$ cat config.mk
export PLATFORM = sky130hd
export DESIGN_NAME = pe_cmd_node
export DESIGN_NICKNAME = d
export VERILOG_FILES = /design/src/rtl/pe_cmd_pkg.sv /design/src/rtl/pe_mul_pipe.sv /design/src/rtl/pe_cmd_node.sv
export SDC_FILE = /design/constraint.sdc
export NUM_CORES = 1
export LEC_CHECK = 0
export CAP_MARGIN = 20
export CORE_AREA = 2 2 178 180
export DETAILED_ROUTE_END_ITERATION = 16
export DIE_AREA = 0 0 180 182
export GPL_TIMING_DRIVEN = 0
export SLEW_MARGIN = 30
export SYNTH_ARGS = -nofsm -noshare
export SYNTH_HDL_FRONTEND = slang
export SYNTH_SLANG_ARGS = --single-unit
$ cat constraint.sdc
create_clock -name CLK -period 8 [get_ports CLK]
set_clock_uncertainty 0.05 [all_clocks]
set_input_delay 1.6 -clock CLK [delete_from_list [all_inputs] [get_ports CLK]]
set_output_delay 1.6 -clock CLK [all_outputs]
set_load 0.005 [all_outputs]
$ cat src/rtl/pe_cmd_pkg.sv
`default_nettype none
// ============================================================================
// Module      : pe_cmd_pkg
// Description : Command codes and FSM state type shared by the systolic
//               processing node and its multiplier pipeline.
// Revision    : 1.0 - initial release
// ============================================================================
package pe_cmd_pkg;

    // Command codes (low four bits of the command field)
    localparam logic [3:0] CMD_NOP       = 4'd0;
    localparam logic [3:0] CMD_MUL       = 4'd1;
    localparam logic [3:0] CMD_MAC       = 4'd2;
    localparam logic [3:0] CMD_SHIFT_A_U = 4'd3;
    localparam logic [3:0] CMD_SHIFT_A_D = 4'd4;
    localparam logic [3:0] CMD_SHIFT_A_L = 4'd5;
    localparam logic [3:0] CMD_SHIFT_A_R = 4'd6;
    localparam logic [3:0] CMD_SHIFT_B_U = 4'd7;
    localparam logic [3:0] CMD_SHIFT_B_D = 4'd8;
    localparam logic [3:0] CMD_SHIFT_B_L = 4'd9;
    localparam logic [3:0] CMD_SHIFT_B_R = 4'd10;
    localparam logic [3:0] CMD_LOAD_A    = 4'd11;
    localparam logic [3:0] CMD_LOAD_B    = 4'd12;
    localparam logic [3:0] CMD_LOAD_S    = 4'd13;
    localparam logic [3:0] CMD_CLEAR     = 4'd14;

    // Node sequencing states
    typedef enum logic [0:0] {
        ST_IDLE = 1'b0,
        ST_BUSY = 1'b1
    } state_t;

endpackage : pe_cmd_pkg
`default_nettype wire

$ cat src/rtl/pe_mul_pipe.sv
`default_nettype none
// ============================================================================
// Module      : pe_mul_pipe
// Description : Signed PRECISION x PRECISION multiplier with MUL_LATENCY
//               register stages and a travelling valid bit.
// Revision    : 1.0 - initial release
// ============================================================================
module pe_mul_pipe #(
    parameter int PRECISION   = 8,
    parameter int MUL_LATENCY = 2
) (
    input  logic                     clk,
    input  logic                     rst,
    input  logic                     i_valid,
    input  logic [PRECISION-1:0]     i_a,
    input  logic [PRECISION-1:0]     i_b,
    output logic                     o_valid,
    output logic [2*PRECISION-1:0]   o_prod
);

    localparam int PW = 2 * PRECISION;

    logic signed [PW-1:0]                w_a_ext;
    logic signed [PW-1:0]                w_b_ext;
    logic [MUL_LATENCY-1:0][PW-1:0]      prod_d;
    logic [MUL_LATENCY-1:0][PW-1:0]      prod_q;
    logic [MUL_LATENCY-1:0]              vld_d;
    logic [MUL_LATENCY-1:0]              vld_q;

    // Sign-extend operands so the full-width product is exact
    assign w_a_ext = PW'($signed(i_a));
    assign w_b_ext = PW'($signed(i_b));

    // Stage 0 computes the product; later stages simply delay it
    always_comb begin
        prod_d    = prod_q;
        vld_d     = vld_q;
        prod_d[0] = w_a_ext * w_b_ext;
        vld_d[0]  = i_valid;
        for (int i = 1; i < MUL_LATENCY; i++) begin
            prod_d[i] = prod_q[i-1];
            vld_d[i]  = vld_q[i-1];
        end
    end

    // Pipeline registers; reset flushes any in-flight product
    always_ff @(posedge clk) begin
        if (rst) begin
            prod_q <= '0;
            vld_q  <= '0;
        end else begin
            prod_q <= prod_d;
            vld_q  <= vld_d;
        end
    end

    assign o_valid = vld_q[MUL_LATENCY-1];
    assign o_prod  = prod_q[MUL_LATENCY-1];

endmodule : pe_mul_pipe
`default_nettype wire

$ cat src/rtl/pe_cmd_node.sv
`default_nettype none
// ============================================================================
// Module      : pe_cmd_node
// Description : Systolic-array processing node with valid/ready command
//               handshake, pipelined signed multiply / multiply-accumulate,
//               neighbour A/B shifting and reserved-code error pulses.
//               Optional macro PE_MAC_SATURATE_EN: MAC saturates to the
//               signed accumulator range and sets a sticky sat_flag.
// Revision    : 1.0 - initial release
// ============================================================================
module pe_cmd_node
    import pe_cmd_pkg::*;
#(
    parameter int PRECISION        = 8,
    parameter int OUTPUT_PRECISION = 32,
    parameter int CMD_WIDTH        = 4,
    parameter int MUL_LATENCY      = 2
) (
    input  logic                        CLK,
    input  logic                        reset,
    input  logic                        cmd_valid,
    output logic                        cmd_ready,
    input  logic [CMD_WIDTH-1:0]        cmd,
    output logic                        done,
    output logic                        cmd_err,
    input  logic [PRECISION-1:0]        isu_a,
    input  logic [PRECISION-1:0]        isd_a,
    input  logic [PRECISION-1:0]        isl_a,
    input  logic [PRECISION-1:0]        isr_a,
    input  logic [PRECISION-1:0]        isu_b,
    input  logic [PRECISION-1:0]        isd_b,
    input  logic [PRECISION-1:0]        isl_b,
    input  logic [PRECISION-1:0]        isr_b,
    input  logic [PRECISION-1:0]        a_overwrite,
    input  logic [PRECISION-1:0]        b_overwrite,
    input  logic [OUTPUT_PRECISION-1:0] s_overwrite,
    output logic [PRECISION-1:0]        a_out,
    output logic [PRECISION-1:0]        b_out,
    output logic [OUTPUT_PRECISION-1:0] s_out,
    output logic                        sat_flag
);

    localparam int OP    = OUTPUT_PRECISION;
    localparam int CNT_W = (MUL_LATENCY > 1) ? $clog2(MUL_LATENCY) : 1;

    // Parameter legality checks at elaboration
    if (OUTPUT_PRECISION < 2 * PRECISION) begin : g_bad_output_precision
        $error("pe_cmd_node: OUTPUT_PRECISION must be >= 2*PRECISION");
    end
    if (CMD_WIDTH < 4) begin : g_bad_cmd_width
        $error("pe_cmd_node: CMD_WIDTH must be >= 4");
    end
    if (MUL_LATENCY < 1) begin : g_bad_mul_latency
        $error("pe_cmd_node: MUL_LATENCY must be >= 1");
    end

    state_t                 state_q, state_d;
    logic [CNT_W-1:0]       cnt_q, cnt_d;
    logic [PRECISION-1:0]   a_q, a_d;
    logic [PRECISION-1:0]   b_q, b_d;
    logic [OP-1:0]          s_q, s_d;
    logic [OP-1:0]          base_q, base_d;
    logic                   mac_q, mac_d;
    logic                   done_q, done_d;
    logic                   err_q, err_d;
    logic                   sat_q, sat_d;

    logic                   w_mul_start;
    logic                   w_mul_valid;
    logic [2*PRECISION-1:0] w_prod;
    logic [OP-1:0]          w_prod_ext;
    logic [OP-1:0]          w_sum;
    logic [3:0]             w_code;
    logic                   w_code_hi;

    // Any set bit above the four defined code bits marks a reserved command
    if (CMD_WIDTH > 4) begin : g_cmd_hi
        assign w_code_hi = |cmd[CMD_WIDTH-1:4];
    end else begin : g_cmd_no_hi
        assign w_code_hi = 1'b0;
    end
    assign w_code = cmd[3:0];

    pe_mul_pipe #(
        .PRECISION   (PRECISION),
        .MUL_LATENCY (MUL_LATENCY)
    ) u_mul_pipe (
        .clk     (CLK),
        .rst     (reset),
        .i_valid (w_mul_start),
        .i_a     (a_q),
        .i_b     (b_q),
        .o_valid (w_mul_valid),
        .o_prod  (w_prod)
    );

    assign w_prod_ext = OP'($signed(w_prod));
    assign w_sum      = base_q + w_prod_ext;

    // Command decode, register updates and multiply sequencing
    always_comb begin
        state_d     = state_q;
        cnt_d       = cnt_q;
        a_d         = a_q;
        b_d         = b_q;
        s_d         = s_q;
        base_d      = base_q;
        mac_d       = mac_q;
        sat_d       = sat_q;
        done_d      = 1'b0;
        err_d       = 1'b0;
        w_mul_start = 1'b0;

        case (state_q)
            ST_IDLE: begin
                if (cmd_valid) begin
                    done_d = 1'b1;
                    if (w_code_hi) begin
                        err_d = 1'b1;
                    end else begin
                        case (w_code)
                            CMD_NOP: ;
                            CMD_MUL, CMD_MAC: begin
                                // Operands and accumulator base are frozen now;
                                // done is reported when the product returns
                                done_d      = 1'b0;
                                state_d     = ST_BUSY;
                                cnt_d       = CNT_W'(MUL_LATENCY - 1);
                                base_d      = s_q;
                                mac_d       = (w_code == CMD_MAC);
                                w_mul_start = 1'b1;
                            end
                            CMD_SHIFT_A_U: a_d = isu_a;
                            CMD_SHIFT_A_D: a_d = isd_a;
                            CMD_SHIFT_A_L: a_d = isl_a;
                            CMD_SHIFT_A_R: a_d = isr_a;
                            CMD_SHIFT_B_U: b_d = isu_b;
                            CMD_SHIFT_B_D: b_d = isd_b;
                            CMD_SHIFT_B_L: b_d = isl_b;
                            CMD_SHIFT_B_R: b_d = isr_b;
                            CMD_LOAD_A:    a_d = a_overwrite;
                            CMD_LOAD_B:    b_d = b_overwrite;
                            CMD_LOAD_S:    s_d = s_overwrite;
                            CMD_CLEAR: begin
                                a_d   = '0;
                                b_d   = '0;
                                s_d   = '0;
                                sat_d = 1'b0;
                            end
                            default:       err_d = 1'b1;
                        endcase
                    end
                end
            end
            ST_BUSY: begin
                if (cnt_q != '0) begin
                    cnt_d = cnt_q - CNT_W'(1);
                end else if (w_mul_valid) begin
                    state_d = ST_IDLE;
                    done_d  = 1'b1;
                    if (!mac_q) begin
                        s_d = w_prod_ext;
                    end else begin
`ifdef PE_MAC_SATURATE_EN
                        // Signed overflow: same-sign operands, different-sign sum
                        if ((base_q[OP-1] == w_prod_ext[OP-1]) &&
                            (w_sum[OP-1] != base_q[OP-1])) begin
                            s_d   = base_q[OP-1] ? {1'b1, {(OP-1){1'b0}}}
                                                 : {1'b0, {(OP-1){1'b1}}};
                            sat_d = 1'b1;
                        end else begin
                            s_d = w_sum;
                        end
`else
                        s_d = w_sum;
`endif
                    end
                end
            end
            default: state_d = ST_IDLE;
        endcase
    end

    // State register; reset wins over everything, including an active multiply
    always_ff @(posedge CLK) begin
        if (reset) begin
            state_q <= ST_IDLE;
            cnt_q   <= '0;
            a_q     <= '0;
            b_q     <= '0;
            s_q     <= '0;
            base_q  <= '0;
            mac_q   <= 1'b0;
            done_q  <= 1'b0;
            err_q   <= 1'b0;
            sat_q   <= 1'b0;
        end else begin
            state_q <= state_d;
            cnt_q   <= cnt_d;
            a_q     <= a_d;
            b_q     <= b_d;
            s_q     <= s_d;
            base_q  <= base_d;
            mac_q   <= mac_d;
            done_q  <= done_d;
            err_q   <= err_d;
            sat_q   <= sat_d;
        end
    end

    assign cmd_ready = (state_q == ST_IDLE) && !reset;
    assign done      = done_q;
    assign cmd_err   = err_q;
    assign a_out     = a_q;
    assign b_out     = b_q;
    assign s_out     = s_q;
`ifdef PE_MAC_SATURATE_EN
    assign sat_flag  = sat_q;
`else
    assign sat_flag  = 1'b0;
`endif

endmodule : pe_cmd_node
`default_nettype wire

# ---- Word-level counts from Yosys, hierarchy flattened
# Index checks and enable logic that the tools add are counted.
dict set report totals {
  wordCells 74
  input_bits 119
  reg_bits 119
}
dict set report op_classes {
  mul 1
  n_eq_ne 19
  mux 23
  n_bitwise 2
  addsub 2
  reduce_logical 14
}
# op n
set op_table {}
lappend op_table {{32-bit 2-to-1 mux} 4}
lappend op_table {{32-bit one-hot mux with 2 select lines} 2}
lappend op_table {{8-bit one-hot mux with 6 select lines} 2}
lappend op_table {{32-bit adder} 1}
lappend op_table {{4-bit equality test (second input constant)} 7}
lappend op_table {{4-bit by 3-bit equality test with 1-bit output (second input constant)} 4}
lappend op_table {{8-bit by 8-bit multiplier with 16-bit output} 1}
lappend op_table {{15-bit OR reduction} 1}
lappend op_table {{1-bit 2-to-1 mux} 12}
lappend op_table {{6-bit nonzero test} 2}
lappend op_table {{3-bit AND reduction} 3}
lappend op_table {{4-bit by 2-bit equality test with 1-bit output (second input constant)} 2}
lappend op_table {{1-bit one-hot mux with 2 select lines} 3}
lappend op_table {{4-bit by 1-bit equality test with 1-bit output (second input constant)} 1}
lappend op_table {{4-bit zero test} 1}
lappend op_table {{2-bit by 1-bit != test with 1-bit output (second input constant)} 2}
lappend op_table {{2-bit != test (second input constant)} 2}
lappend op_table {{4-bit AND reduction} 1}
lappend op_table {{2-bit OR reduction} 2}
lappend op_table {{3-bit by 1-bit != test with 1-bit output (second input constant)} 1}
lappend op_table {{3-bit OR reduction} 1}
lappend op_table {{1-bit inverter} 2}
lappend op_table {{2-bit AND reduction} 1}
lappend op_table {{1-bit logical AND} 1}
lappend op_table {{2 further kinds} 2}

# ---- Longest topological paths before layout
dict set report depth {
  ltp_word 5
  depth_mapped 20
}

# ---- Hierarchy
# Synthesis repeated with hierarchy kept, for this count alone.
dict set report unflattened {
  cells_unflattened 1086
  area_unflattened_um2 9039.9
}
# module area_per_inst_um2 n_inst cells_each
set modules_own_cells {}
lappend modules_own_cells {pe_cmd_node 5624.1 1 730}
lappend modules_own_cells {pe_mul_pipe 3415.8 1 356}

# ---- Worst setup path after synthesis
# Ideal clock, no wire load.
dict set report synth_timing {
  path_kind {reg2reg}
  startpoint {reg b_q[6] (netlist: b_out[6])}
  endpoint {reg u_mul_pipe.prod_q, in the netlist u_mul_pipe.prod_d[31]}
  arrival_time_ns 4.357
  period_less_slack_ns 4.534
  path_buffers 1
  slack_ns 3.466
  path_stages_with_launch 19
  setup_time_ns 0.128
  path_cell_list {dfxtp_1 > clkbuf_1 > nand2_1 > fa_1 > fa_1 > inv_1 > fa_1 > inv_1 > fa_1 > inv_1 > ha_1 > inv_1 > o21bai_1 > a2111oi_0 > nor3_1 > a31oi_1 > o21ai_0 > xnor2_1 > nor2_1}
}
dict set report synth_between {
  elab_chain_cells 1
}
# item line
set synth_rtl {}
lappend synth_rtl {{start, declared} pe_cmd_node.sv:60} ;# logic [PRECISION-1:0] b_q, b_d;
lappend synth_rtl {{start signal, assigned} pe_cmd_node.sv:190} ;# b_q <= '0;
lappend synth_rtl {{start signal, assigned} pe_cmd_node.sv:201} ;# b_q <= b_d;
lappend synth_rtl {{8-bit by 8-bit multiplier with 16-bit output} pe_mul_pipe.sv:38} ;# prod_d[0] = w_a_ext * w_b_ext;
lappend synth_rtl {{end signal, assigned} pe_mul_pipe.sv:52} ;# prod_q <= prod_d;
lappend synth_rtl {{end, declared} pe_mul_pipe.sv:26} ;# logic [MUL_LATENCY-1:0][PW-1:0] prod_q;
# No other way between the ends.
# A chain may end at the register's enable or synchronous reset.

# ---- Worst setup path after layout
# Ends and elaborated chain as after synthesis.

==> impl_metrics.json <==
{
  "final_cell_mix": "clkdlybuf4s50_1, nand2_1, dfxtp_1, inv_1, a21oi_1",
  "worst_slew_pin_slew_ns": 0.897,
  "vias_per_cell": 4.93,
  "synthArstFlopShare": 0,
  "ys_types": 65,
  "worstSetupEndpointType": "flip-flop",
  "p_leak_nw": 4.97,
  "critPathArrivalTime_ns": 5.28,
  "nets": 1521,
  "startpoint_type": "flip-flop",
  "hpwlAfterDp_um": 21900,
  "io_buffers": 167,
  "grt_use_total": 0.172,
  "ys_seq_area_frac": 0.262,
  "status": "completed",
  "min_path_type": "flip-flop to flip-flop",
  "final_layout_size_suffix_gt1_frac": 0.0508,
  "drv_slew": 0,
  "fin_crit_ns": 5.04,
  "final_util": 0.384,
  "fin_cells": 1701,
  "synth.avg_cell_area_um2": 8.26,
  "grt_pass1_wl_um": 44900,
  "dieArea_um2": 32800,
  "holdWs_ns": 0.377,
  "cts_resized": 0,
  "cts_inserted_buffers": 17,
  "rsz0062_at_grt": "false",
  "root_buffer": "clkbuf_16",
  "start_util": 0.293,
  "core-area_um2": 31000,
  "cp_max_fo": 10,
  "clockBufferDepth": 2,
  "setup_ws_ns": 2.96,
  "period_share": 0.630,
  "critical_path_class": "flip-flop to flip-flop",
  "antennaDiodeCount": 0,
  "synth_fp_nets": 1335,
  "antenna_found_initial": 0,
  "synth_cells": 1100,
  "crit_chain": "clkbuf_1, nand2_1, fa_1, fa_1, inv_1, fa_1, inv_1, fa_1, inv_1, ha_1, inv_1, o21bai_1, a2111oi_0, nor3_1, a31oi_1, o21ai_0, xnor2_1, nor2_1",
  "synth_seq_cells": 119,
  "clock_latency_ns": 0.43,
  "slew-limit-headroom": 0.401,
  "grt-ovfl-total": 0,
  "dpl_worst_slack_ns": 3.02,
  "yosys_warnings": 0,
  "cpPeakStageDelay_ns": 0.54,
  "crit_required_ns": 8.24,
  "grt-busiest-layer": "met2",
  "rows": 65,
  "finalHoldViolCount": 0,
  "grtUsageMet3": 0.0369,
  "wl_per_cell_um": 16.4,
  "tns_ns": 0,
  "grt_max_degree": 23,
  "path_buf_inv": 5,
  "ir_worst_vdd_mv": 0.160,
  "clk_pin_slew_ns": 0.06,
  "area_growth_pct": 30.8,
  "finalSetupViolations": 0,
  "dp.cells": 1669,
  "synth_edf_count": 0,
  "cp_top_family": "adder cells",
  "ys.flop_type": "dfxtp_1",
  "drt_pass1_iterations": 7,
  "final_common_cell": "clkdlybuf4s50_1",
  "first_iter_violations": 449,
  "maxCapViolations": 0,
  "htree_num_levels": 4,
  "use_met1": 0.215,
  "routabilityCongestion": 0.921,
  "io_pins": 171,
  "fmax_mhz": 199,
  "cp_slowest_cell": "fa_1",
  "hold_buffers": 0,
  "powerDensity_nw_per_um2": 151,
  "antenna_left": 0,
  "via_count": 8382,
  "wirelength_um": 27900,
  "synth_area_um2": 9090,
  "grt_pass1_vias": 8324,
  "fp.dieH_um": 182,
  "die_w_um": 180,
  "cts_tree": "done",
  "cts_sinks": 119,
  "use_met2": 0.300,
  "cts_setup_buffers": 0,
  "drc_errors": 0
}
-- cell type report --
| cell class | instances | area (um^2) |
|---|---|---|
| tap | 402 | 503 |
| clock buffer | 20 | 447 |
| fill | 3154 | 19100 |
| multi-input combinational | 830 | 6130 |
| timing repair buffer | 167 | 1670 |
| inverter | 94 | 353 |
| sequential | 119 | 2380 |
| clock inverter | 12 | 175 |
| buffer | 57 | 226 |
-- cell usage after synthesis (all sizes together) (13+ instances only) --
cell	count	area share
nor3	29	0.016
nor2b	39	0.027
clkbuf	44	0.018
nor2	81	0.033
a21oi	90	0.052
dfxtp	119	0.26
and2	44	0.030
mux2i	17	0.019
fa	56	0.12
ha	60	0.083
o21ai	33	0.020
xor2	14	0.013
buf	13	0.0067
a21o	23	0.019
xnor2	28	0.027
a211oi	18	0.015
nand3	13	0.0077
a221oi	27	0.027
inv	94	0.039
nand2	140	0.058
-- report_power, final --
group	leakage, nW	switching, mW	internal, mW
Sequential	0.965	0.0266	0.618
Combinational	3.71	0.161	0.160
Clock	0.296	0.299	0.529
Total	4.97	0.486	1.31
-- metal layers --
| layer | share of wire | up-vias | wire, um |
|---|---|---|---|
| li1 | - | 4162 | - |
| met1 | 0.45 | 3900 | 12500 |
| met2 | 0.48 | 291 | 13300 |
| met3 | 0.063 | 29 | 1760 |
| met4 | 0.013 | 0 | 353 |
| met5 | 0 | - | 0 |
-- final timing paths --
kind / end / cells after the start / from / slack, ns
worst max register to register: u_mul_pipe.prod_d[31]$_SDFF_PP0_ / 18 / b_out[6]$_SDFFE_PP0P_ / 2.96
worst min register to register: u_mul_pipe.o_prod[11]$_SDFF_PP0_ / 1 / u_mul_pipe.prod_d[27]$_SDFF_PP0_ / 0.38
worst min-delay path: u_mul_pipe.o_prod[11]$_SDFF_PP0_ / 1 / u_mul_pipe.prod_d[27]$_SDFF_PP0_ / 0.38
worst max-delay path: u_mul_pipe.prod_d[31]$_SDFF_PP0_ / 18 / b_out[6]$_SDFFE_PP0P_ / 2.96
-- cell families after synthesis --
kind of cell | after synthesis | synth area share
flops | 119 | 0.262
simple gates | 383 | 0.199
buf+inv | 151 | 0.0637
xor+xnor | 42 | 0.0405
mux | 26 | 0.0299
other cells | 1 | 0.000413
fa+ha+maj | 116 | 0.206
compound gates | 262 | 0.198
-- flip-flops by register name, indices dropped and copies added, names as in the netlist, 2 cells and up --
| signal | flops |
|---|---|
| a_out | 8 |
| b_out | 8 |
| base_q | 32 |
| s_out | 32 |
| u_mul_pipe.o_prod | 16 |
| u_mul_pipe.prod_d | 16 |
| u_mul_pipe.vld_q | 2 |
-- stage by stage --
stage	power, mW	instance area (um^2)
after floorplan	0.828	9090
after global placement	0.973	11300
after detailed placement	0.978	11300
after CTS	1.81	11900
after global routing	1.87	11900
final	1.79	11900
Power figures use the tool's default switching activity.
